### config.mk
export PLATFORM = sky130hd
export DESIGN_NAME = aclk_lcd_writer
export DESIGN_NICKNAME = d
export VERILOG_FILES = /design/src/rtl/aclk_lcd_pkg.sv /design/src/rtl/aclk_lcd_byte_writer.sv /design/src/rtl/aclk_lcd_writer.sv
export SDC_FILE = /design/constraint.sdc
export NUM_CORES = 1
export LEC_CHECK = 0
export CORE_ASPECT_RATIO = 0.6
export CORE_UTILIZATION = 56
export CTS_BUF_LIST = sky130_fd_sc_hd__clkbuf_8
export CTS_CLUSTER_SIZE = 24
export DETAILED_ROUTE_END_ITERATION = 8
export PLACE_DENSITY = 0.83
export SLEW_MARGIN = 20
export SYNTH_ARGS = -nofsm -noshare
export SYNTH_HDL_FRONTEND = slang
export SYNTH_HIERARCHICAL = 1
export SYNTH_SLANG_ARGS = --single-unit
### constraint.sdc
create_clock -name clk -period 2.5 [get_ports clk]
set_input_delay 0.375 -clock clk [delete_from_list [all_inputs] [get_ports clk]]
set_output_delay 0.375 -clock clk [all_outputs]
set_load 0.02 [all_outputs]
### src/rtl/aclk_lcd_pkg.sv
// Shared state encodings, HD44780 command bytes and character constants for the alarm-clock LCD writer.
// Also holds the small constant helpers used to size counters and order the init commands.
package aclk_lcd_pkg;

    typedef enum logic [1:0] {
        ST_PWR_WAIT,
        ST_INIT,
        ST_IDLE,
        ST_FRAME
    } lcd_state_t;

    typedef enum logic [1:0] {
        BW_IDLE,
        BW_SETUP,
        BW_STROBE,
        BW_HOLD
    } bw_phase_t;

    localparam logic [7:0] LCD_FUNC_SET  = 8'h38;
    localparam logic [7:0] LCD_DISP_ON   = 8'h0C;
    localparam logic [7:0] LCD_ENTRY     = 8'h06;
    localparam logic [7:0] LCD_CLEAR     = 8'h01;
    localparam logic [7:0] LCD_HOME_ADDR = 8'h80;

    localparam logic [7:0] ASCII_COLON = 8'h3A;
    localparam logic [7:0] ASCII_SPACE = 8'h20;
    localparam logic [7:0] ASCII_STAR  = 8'h2A;

    function automatic int max3(input int a, input int b, input int c);
        int m;
        m = (a > b) ? a : b;
        return (m > c) ? m : c;
    endfunction

    function automatic logic [7:0] init_cmd(input logic [2:0] idx);
        case (idx)
            3'd0:    return LCD_FUNC_SET;
            3'd1:    return LCD_DISP_ON;
            3'd2:    return LCD_ENTRY;
            default: return LCD_CLEAR;
        endcase
    endfunction

endpackage

### src/rtl/aclk_lcd_byte_writer.sv
// Purpose: drives one HD44780 bus write as SETUP / STROBE / HOLD phases of TICK cycles each.
// Latency: start in cycle C puts rs/data on the bus from C+1; done pulses in the last HOLD cycle (C+3*TICK).
// Backpressure: none; caller issues start only when idle or in the done cycle (back-to-back writes).
module aclk_lcd_byte_writer
    import aclk_lcd_pkg::*;
#(
    parameter int TICK = 4
) (
    input  logic       clk,
    input  logic       reset_n,
    input  logic       start,
    input  logic       rs,
    input  logic [7:0] data,
    output logic       lcd_en,
    output logic       lcd_rs,
    output logic [7:0] lcd_data,
    output logic       done
);

    localparam int TW = $clog2(TICK) + 1;

    bw_phase_t       phase, phase_nxt;
    logic [TW-1:0]   tick_cnt;
    logic            tick_last;

    assign tick_last = (tick_cnt == TW'(TICK - 1));

    always_ff @(posedge clk or negedge reset_n) begin
        if (!reset_n) begin
            phase    <= BW_IDLE;
            tick_cnt <= '0;
            lcd_rs   <= 1'b0;
            lcd_data <= 8'h00;
        end else begin
            phase <= phase_nxt;
            if (start || tick_last || phase == BW_IDLE)
                tick_cnt <= '0;
            else
                tick_cnt <= tick_cnt + 1'b1;
            // rs/data only move on start, so they stay put through the byte and between bytes
            if (start) begin
                lcd_rs   <= rs;
                lcd_data <= data;
            end
        end
    end

    always_comb begin
        phase_nxt = phase;
        if (start) begin
            phase_nxt = BW_SETUP;
        end else if (tick_last) begin
            case (phase)
                BW_SETUP:  phase_nxt = BW_STROBE;
                BW_STROBE: phase_nxt = BW_HOLD;
                default:   phase_nxt = BW_IDLE;
            endcase
        end
    end

    assign lcd_en = (phase == BW_STROBE);
    assign done   = (phase == BW_HOLD) && tick_last;

endmodule

### src/rtl/aclk_lcd_writer.sv
// Purpose: HD44780 power-up init then one "HH:MM" frame per refresh; ACLK_LCD_ALARM_ICON_EN appends an alarm icon.
// Latency: refresh sampled at edge N drops ready and starts the first SETUP at N+1; frame = bytes*3*TICK cycles.
// Backpressure: ready high only in IDLE; refreshes while busy collapse into one sticky pending frame.
module aclk_lcd_writer
    import aclk_lcd_pkg::*;
#(
    parameter int TICK       = 4,
    parameter int POWER_WAIT = 16,
    parameter int CLEAR_WAIT = 32
) (
    input  logic       clk,
    input  logic       reset_n,
    input  logic [7:0] display_time_ms_hr,
    input  logic [7:0] display_time_ls_hr,
    input  logic [7:0] display_time_ms_min,
    input  logic [7:0] display_time_ls_min,
    input  logic       sound_alarm,
    input  logic       refresh,
    output logic       ready,
    output logic       lcd_rs,
    output logic       lcd_rw,
    output logic       lcd_en,
    output logic [7:0] lcd_data
);

`ifdef ACLK_LCD_ALARM_ICON_EN
    localparam int FRAME_BYTES = 8;
`else
    localparam int FRAME_BYTES = 6;
`endif
    localparam int         CW         = $clog2(max3(TICK, POWER_WAIT, CLEAR_WAIT)) + 1;
    localparam logic [2:0] LAST_IDX   = 3'(FRAME_BYTES - 1);
    localparam logic [2:0] CLEAR_IDX  = 3'd4;

    lcd_state_t    state, state_nxt;
    logic [CW-1:0] cnt;
    logic [2:0]    idx;
    logic          pending;
    logic          counting;
    logic          go_frame;
    logic [7:0]    snap_ms_hr, snap_ls_hr, snap_ms_min, snap_ls_min;
    logic [7:0]    icon_byte;
    logic          bw_start, bw_rs, bw_done;
    logic [7:0]    bw_data;

`ifdef ACLK_LCD_ALARM_ICON_EN
    logic snap_alarm;
    always_ff @(posedge clk or negedge reset_n) begin
        if (!reset_n)
            snap_alarm <= 1'b0;
        else if (go_frame)
            snap_alarm <= sound_alarm;
    end
    assign icon_byte = snap_alarm ? ASCII_STAR : ASCII_SPACE;
`else
    logic unused_sound_alarm;
    assign unused_sound_alarm = sound_alarm;
    assign icon_byte          = ASCII_SPACE;
`endif

    assign go_frame = (state == ST_IDLE) && (refresh || pending);
    assign counting = (state == ST_PWR_WAIT) || (state == ST_INIT && idx == CLEAR_IDX);
    assign lcd_rw   = 1'b0;

    always_ff @(posedge clk or negedge reset_n) begin
        if (!reset_n)
            state <= ST_PWR_WAIT;
        else
            state <= state_nxt;
    end

    always_comb begin
        state_nxt = state;
        case (state)
            ST_PWR_WAIT: if (cnt == CW'(POWER_WAIT - 1)) state_nxt = ST_INIT;
            ST_INIT: begin
                // idx 0..3 walk the commands; idx 4 is the post-clear wait
                if (CLEAR_WAIT == 0) begin
                    if (bw_done && idx == 3'd3) state_nxt = ST_IDLE;
                end else if (idx == CLEAR_IDX && cnt == CW'(CLEAR_WAIT - 1)) begin
                    state_nxt = ST_IDLE;
                end
            end
            ST_IDLE:  if (go_frame) state_nxt = ST_FRAME;
            ST_FRAME: if (bw_done && idx == LAST_IDX) state_nxt = ST_IDLE;
            default:  state_nxt = ST_PWR_WAIT;
        endcase
    end

    // Next byte is issued in the done cycle of the current one so writes run back to back
    always_comb begin
        ready    = 1'b0;
        bw_start = 1'b0;
        bw_rs    = 1'b0;
        bw_data  = LCD_FUNC_SET;
        case (state)
            ST_PWR_WAIT: bw_start = (cnt == CW'(POWER_WAIT - 1));
            ST_INIT: begin
                bw_start = bw_done && (idx < 3'd3);
                bw_data  = init_cmd(idx + 3'd1);
            end
            ST_IDLE: begin
                ready    = 1'b1;
                bw_start = go_frame;
                bw_data  = LCD_HOME_ADDR;
            end
            ST_FRAME: begin
                bw_start = bw_done && (idx != LAST_IDX);
                bw_rs    = 1'b1;
                case (idx)
                    3'd0:    bw_data = snap_ms_hr;
                    3'd1:    bw_data = snap_ls_hr;
                    3'd2:    bw_data = ASCII_COLON;
                    3'd3:    bw_data = snap_ms_min;
                    3'd4:    bw_data = snap_ls_min;
                    3'd5:    bw_data = ASCII_SPACE;
                    default: bw_data = icon_byte;
                endcase
            end
            default: ;
        endcase
    end

    always_ff @(posedge clk or negedge reset_n) begin
        if (!reset_n) begin
            cnt         <= '0;
            idx         <= '0;
            pending     <= 1'b0;
            snap_ms_hr  <= ASCII_SPACE;
            snap_ls_hr  <= ASCII_SPACE;
            snap_ms_min <= ASCII_SPACE;
            snap_ls_min <= ASCII_SPACE;
        end else begin
            if (state_nxt != state) begin
                cnt <= '0;
                idx <= '0;
            end else begin
                cnt <= counting ? cnt + 1'b1 : '0;
                if (bw_done) idx <= idx + 3'd1;
            end
            if (go_frame) begin
                pending     <= 1'b0;
                snap_ms_hr  <= display_time_ms_hr;
                snap_ls_hr  <= display_time_ls_hr;
                snap_ms_min <= display_time_ms_min;
                snap_ls_min <= display_time_ls_min;
            end else if (refresh && state != ST_IDLE) begin
                pending <= 1'b1;
            end
        end
    end

    aclk_lcd_byte_writer #(
        .TICK(TICK)
    ) u_byte_writer (
        .clk      (clk),
        .reset_n  (reset_n),
        .start    (bw_start),
        .rs       (bw_rs),
        .data     (bw_data),
        .lcd_en   (lcd_en),
        .lcd_rs   (lcd_rs),
        .lcd_data (lcd_data),
        .done     (bw_done)
    );

endmodule

==> results of run 1 <==
cell type report:
type / instances / area [sq um]
clock buffer: 10 / 137.6
inverter: 11 / 41.29
fill: 373 / 1465
tap: 66 / 82.58
clock inverter: 6 / 32.53
sequential: 58 / 1456
timing repair buffer: 51 / 515.5
multi-input combinational: 165 / 1449
kinds of logic after synthesis:
| group | count (synthesis) | share of synthesized area [%] |
|---|---|---|
| AO/OA/AOI/OAI | 45 | 10.13 |
| XOR/XNOR | 6 | 1.696 |
| adder cells (fa/ha/maj) | 12 | 4.844 |
| buffers and inverters | 27 | 6.257 |
| flip-flops | 58 | 46.99 |
| multiplexers | 46 | 20.63 |
| other | 1 | 0.1210 |
| AND/OR/NAND/NOR | 55 | 9.326 |
sequential cells by signal, indices dropped and copies added, names as in the netlist, 2 cells and up:
name / cells
cnt: 6
idx: 3
snap_ls_hr: 8
snap_ls_min: 8
snap_ms_hr: 8
snap_ms_min: 8
state: 2
u_byte_writer/lcd_data: 8
u_byte_writer/phase: 2
u_byte_writer/tick_cnt: 3
cells in the final DEF (no fill, tap or decap), types with 3 or more instances in the layout:
cell / instances
a21oi_1: 11
a22oi_1: 4
a32oi_1: 3
and2_1: 4
buf_4: 4
clkbuf_8: 10
clkdlybuf4s50_1: 44
clkinv_2: 5
dfrtp_1: 54
dfstp_2: 4
ha_1: 12
inv_1: 11
mux2_2: 11
mux2_4: 33
nand2_1: 18
nand3_1: 7
nor2_1: 15
o21ai_0: 11
xor2_1: 5
stage by stage:
step / utilization (%) / cells
4_1_cts: 71.71 / 367
5_1_grt: 71.71 / 367
3_3_place_gp: 68.43 / 351
2_1_floorplan: - / 250
6_report: 71.71 / 367
3_5_place_dp: 68.43 / 351
synthesized netlist by cell type, drive strengths merged:
library cell / n
nand4b: 2
nand3: 7
ha: 12
o211a: 1
nor4b: 1
o211ai: 2
nand4: 1
nand2: 18
o21ai: 13
a22oi: 4
o32a: 1
mux2i: 2
conb: 1
xor2: 5
and2: 4
and2b: 1
a32oi: 3
clkbuf: 4
nor2b: 1
xnor2: 1
o22ai: 2
o21a: 1
inv: 11
nor2: 17
dfstp: 4
o31ai: 2
mux2: 44
a221oi: 3
nand2b: 1
o41ai: 1
a21oi: 11
nor4: 2
a31oi: 1
dfrtp: 54
buf: 12
power by group:
part	switching (uW)	internal [uW]
registers	17.3	968
logic	36.9	82.0
clock network	374	376
critical path, cell delays in order (launching register included):
cell and delay [ns]:
dfrtp_1 0.53, nand2b_4 0.25, inv_1 0.15, clkdlybuf4s50_1 0.63
worst max path at each step:
| stage | from | to | slack (ns) | cells past startpoint |
|---|---|---|---|---|
| finish | state[0] | ready | 0.22 | 3 |
| global placement | idx[0] | u_byte_writer/lcd_data[7] | 0.43 | 7 |
| CTS | state[0] | ready | 0.23 | 3 |
| floorplan | u_byte_writer/tick_cnt[0] | u_byte_writer/lcd_data[4] | 0.23 | 9 |
| global route | state[0] | ready | 0.17 | 3 |
| detailed placement | idx[1] | u_byte_writer/lcd_data[4] | 0.35 | 7 |
metal layers:
layer	global-route usage, %	vias up	wire (um)
li1	-	974	-
met1	34.38	990	3084
met2	36.52	78	2755
met3	7.193	9	492
met4	11.47	0	80
met5	0	-	0
==> key figures, run 1 <==
Detailed routing
  – Drt drc: 2
  – DRT Wirelength: 6412 um
  – Routed len/inst: 17.47 um
  – Pre-antenna DRT Iters: 6
  – Via count: roughly 2000
  – Routed Antenna Nets: 0
  – Via/cell ratio: approximately 5.6
  – Iter 0 DRT Violations: 146

Job
  – # Max-Cap Violations: 0

CTS
  – TritonCTS Sinks: 58
  – CTS buffer count: 9
  – CTS root buffer: clkbuf_8
  – Post-CTS Resized: 0
  – Post-CTS Setup Bufs: 0
  – Cts hold-fix bufs: 0
  – TritonCTS clock tree: yes
  – Htree depth: 3
  – Clk_lat worst skew: 0.34 ns
  – Worst-path clk slew: about 0.06 ns
  – Max clock buf depth: 2

STA
  – Setup violators final: 0
  – Final worst slack: between 0.2 and 0.25 ns
  – Crit path time final: roughly 2.3 ns
  – Max-slew violation count: 0
  – Worst Clk Skew: 0.005038 ns
  – Worst slew margin: approximately half
  – RSZ-0062 raised after global routing: false
  – WHS: a little over 0.04 ns
  – Fin crit share: approximately nine tenths
  – Final Hold Violating Endpoints: 0
  – Achievable Freq: ~440 MHz
  – Worst-Margin Slew: 0.7656 ns
  – Setup TNS: 0 ns

Placement
  – Port Buffers: 45
  – Pre-CTS WS: ~0.35 ns
  – Placement Cell Area: around 3500 sq um
  – Detailed placement HPWL: 4571 um
  – GPL Wtd Cong: between 0.8 and 0.9

Synth
  – Post-synthesis net count: between 200 and 300
  – Register area share after synthesis: between 40% and 50%
  – Count of different cell masters after synthesis: 46
  – Syn. warnings: 6
  – Cell taking the most area after synthesis: dfrtp_1
  – Synth Register Bits: 58
  – Syn Area/Cell: around 12 sq um
  – Synth Instances: 250
  – Mapped Area: 3099 sq um
  – Synth top area cells: dfrtp_1, mux2_4, ha_1
  – Proportion of netlist area held by the largest area contributor: between 40% and 50%

Global routing
  – First-pass GRT wire length: between 10000 and 15000 um
  – Total grt overflow: 0
  – Vias in the first global route: slightly above 2000
  – Gr usage total: between 20% and 30%
  – Initial antenna violation count: 0
  – Largest net degree at the start of global routing: 35

Critical path
  – CP Max Fanout: 13
  – Kind of critical path: reg -> out
  – Crit start category: flip-flop
  – CP arrival: between 1.5 and 2 ns
  – Kind of end point of the critical path: primary output
  – Worst R2R Path Depth: 6
  – Worst r2r src: idx[1]
  – Reg2reg end: u_byte_writer/lcd_data[5]
  – Reg2Reg Setup Slack: between 0.3 and 0.4 ns
  – Crit path required time: 2.12 ns

Cells and area
  – Inserted Diodes: 0
  – Fraction of layout cells with a size suffix above 1: between 20 and 30%
  – NumNets Final: 344
  – Area grow syn2layout: 19.86%
  – Final Instance Area: around 3700 sq um

Floorplan
  – Initial Utilization: 59.83%
  – Number of placed I/O pins: between 40 and 50
  – Core area: about 5200 sq um
  – Die W: roughly 98 um
  – Cell Rows: 20
  – Die footprint: approximately 5800 sq um
  – Die Y: 59.63 um

Run status
  – Failing checks: design-rule violations
  – Status: complete, but fails checks

Power
  – Design Power: roughly 1900 uW
  – Pwr dens: 499.1 nW/um^2
  – Peak supply drop: approximately 0.29 mV
  – LEAKAGE: approximately 0.0016 uW

Min path
  – Hold Path Class: in -> async
Note: power is estimated with default switching activity, not from simulation.
==> run 2, diff against run 1 <==
- CORE_MARGIN: not set -> 2
==> run 2 against run 1 <==
Effect of this change:
- the flow now finishes without violations
- largest power group unchanged
- via count rose by 0.98%
- critical path type unchanged
- cell count rose by 0.82%
- combinational power barely moved
- global-route usage fell by 1.0 points
==> key figures, run 2 (synthesized netlist as in run 1, its figures left out) <==
Run status
  – Status: complete, no violations (was complete, but fails checks)

Global routing
  – Total grt overflow: 0 (unchanged)
  – Largest net degree at the start of global routing: 31 (was 35)
  – Vias in the first global route: 2137 (was 2069)
  – Gr usage total: 23.84% (was 24.84%)
  – Initial antenna violation count: 0 (unchanged)
  – First-pass GRT wire length: 10640 um (was 10560 um)

Floorplan
  – Cell Rows: 20 (unchanged)
  – Die W: 100.0 um (was 98.04 um)
  – Die footprint: 6165 sq um (was 5846 sq um)
  – Initial Utilization: 59.54% (was 59.83%)
  – Die Y: 61.63 um (was 59.63 um)
  – Core area: 5205 sq um (was 5180 sq um)
  – Number of placed I/O pins: 48 (unchanged)

STA
  – Setup violators final: 0 (unchanged)
  – Setup TNS: 0 ns (unchanged)
  – Max-slew violation count: 0 (unchanged)
  – Final Hold Violating Endpoints: 0 (unchanged)
  – Achievable Freq: 445.0 MHz (was 439.1 MHz)
  – RSZ-0062 raised after global routing: false (unchanged)
  – WHS: 0.06251 ns (was 0.04148 ns)
  – Crit path time final: 2.247 ns (was 2.278 ns)
  – Fin crit share: 89.88% (was 91.10%)
  – Worst slew margin: 55.12% (was 48.96%)
  – Worst-Margin Slew: 0.6732 ns (was 0.7656 ns)
  – Worst Clk Skew: 0.006475 ns (was 0.005038 ns)

Cells and area
  – NumNets Final: 347 (was 344)
  – Inserted Diodes: 0 (unchanged)
  – Commonest non-fill, non-tap cells in the layout: dfrtp_1, clkdlybuf4s50_1, mux2_4, nand2_1, nor2_1 (unchanged)
  – Most common cell after layout, fill and taps aside: dfrtp_1 (unchanged)
  – Fraction of layout cells with a size suffix above 1: 26.32% (was 25.91%)
  – Non-filler instance count after layout: 370 (was 367)
  – # fillers: 389 (was 373)
  – Area grow syn2layout: 21.32% (was 19.86%)

Placement
  – Port Buffers: 45 (unchanged)
  – GPL Wtd Cong: 0.8505 (was 0.8158)
  – Detailed placement HPWL: 4660 um (was 4571 um)
  – Placed Cells incl. Taps: 354 (was 351)

CTS
  – Cts hold-fix bufs: 0 (unchanged)
  – Post-CTS Resized: 0 (unchanged)
  – CTS buffer count: 9 (unchanged)
  – CTS root buffer: clkbuf_8 (unchanged)
  – Post-CTS Setup Bufs: 0 (unchanged)
  – TritonCTS Sinks: 58 (unchanged)
  – TritonCTS clock tree: yes (unchanged)
  – Worst-path clk slew: 0.06 ns (about the same)
  – Htree depth: 3 (unchanged)
  – Clk_lat worst skew: 0.35 ns (was 0.34 ns)
  – Max clock buf depth: 2 (unchanged)

Power
  – Seq pwr share: 49.8% (was 53.1%)
  – Peak supply drop: 0.2970 mV (was 0.2867 mV)
  – Switch share: 21.30% (was 23.07%)
  – LEAKAGE: 0.001673 uW (was 0.001648 uW)
  – Design Power: 1980 uW (was 1854 uW)
  – Int Pwr: 1558 uW (was 1426 uW)
  – Logic pwr share: 5.9% (was 6.4%)
  – Switching power: 421.6 uW (was 427.7 uW)
  – Clock share of power: 44.3% (was 40.4%)
  – Pwr dens: 526.5 nW/um^2 (was 499.1 nW/um^2)

Critical path
  – Kind of critical path: reg -> out (unchanged)
  – Reg2Reg Setup Slack: 0.39 ns (was 0.31 ns)
  – Crit start category: flip-flop (unchanged)
  – CP cell instances: nand2b_4, inv_1, clkdlybuf4s50_1 (unchanged)
  – Kind of end point of the critical path: primary output (unchanged)
  – Slowest stage delay, CP: 0.61 ns (was 0.63 ns)
  – CP Max Fanout: 13 (unchanged)
  – Crit path required time: 2.12 ns (about the same)
  – CP arrival: 1.87 ns (was 1.90 ns)
  – Slowest stage cell on the critical path: clkdlybuf4s50_1 (unchanged)

Detailed routing
  – Pre-antenna DRT Iters: 4 (was 6)
  – Via count: 2071 (was 2051)
  – Iter 0 DRT Violations: 132 (was 146)
  – Routed len/inst: 17.31 um (was 17.47 um)
  – Routed Antenna Nets: 0 (unchanged)
  – Drt drc: 0 (was 2)
  – Via/cell ratio: 5.597 (was 5.589)
  – DRT Wirelength: 6406 um (was 6412 um)

Min path
  – Hold Path Class: in -> async (unchanged)

Job
  – # Max-Cap Violations: 0 (unchanged)
[run 2: cell count changes in the layout (fill, tap and decap cells not counted), sizes merged]
cell and change:
buf +3, bufinv +1, clkbuf +1, clkinv -4
clkinvlp +1, inv +1
[run 2: path summary, 6_finish.rpt]
kind,from,endpoint,depth (start not counted)
worst max-delay path,state[0],ready,3
worst min-delay path,reset_n,cnt[1],1
worst max register to register,u_byte_writer/tick_cnt[0],u_byte_writer/lcd_data[7],7
worst min register to register,cnt[0],cnt[0],1
max in group asynchronous,reset_n,snap_ls_min[5],2
min in group clk,cnt[0],cnt[0],1
[run 2: metal layers]
layer | part of all wire (%) | vias up | GRT usage, %
li1 | - | 982 | -
met2 | 43 | 70 | 35.71
met1 | 49 | 1008 | 32.89
met3 | 6.6 | 11 | 6.810
met5 | 0 | - | 0
met4 | 1.6 | 0 | 10.96
[run 2: metrics by stage]
stage	area, sq um	utilization (%)	setup WS [ns]
6_report	3760	72.24	0.2529
3_5_place_dp	3555	68.29	0.4034
2_1_floorplan	3099	-	0.2263
3_3_place_gp	3555	68.29	0.4443
5_1_grt	3760	72.24	0.1496
4_1_cts	3760	72.24	0.2440
[run 2: final cells by class]
class                           instances  area [sq um]  share of cell area, %
Tap cell                               66         82.58                  2.196
Inverter                               11         41.29                  1.098
Timing Repair Buffer                   54         525.5                  13.98
Clock buffer                           11         151.4                  4.027
Clock inverter                          5         53.80                  1.431
Multi-Input combinational cell        165          1449                  38.54
Sequential cell                        58          1456                  38.74
[run 2: power by group through the flow]
stage               clock network [uW]  registers (uW)  logic, uW
floorplan                            0             995       40.9
global route                       940             988        127
finish                             876             986        118
global placement                     0            1000        116
detailed placement                   0            1000        119
CTS                                904             985        120
[run 2: worst max-delay path, delay by kind of cell, from the launching register on]
family,cells,cell delay (ns)
buffers and inverters,2,0.73
flip-flops,1,0.54
AND/OR/NAND/NOR,1,0.25
==> run 3, diff against run 2 <==
- ABC_CLOCK_PERIOD_IN_PS: not set -> 2500
- SLEW_MARGIN: 20 -> not set
==> results of run 3 <==
Same layout as run 2: the final DEF is identical, and so are final timing and power.
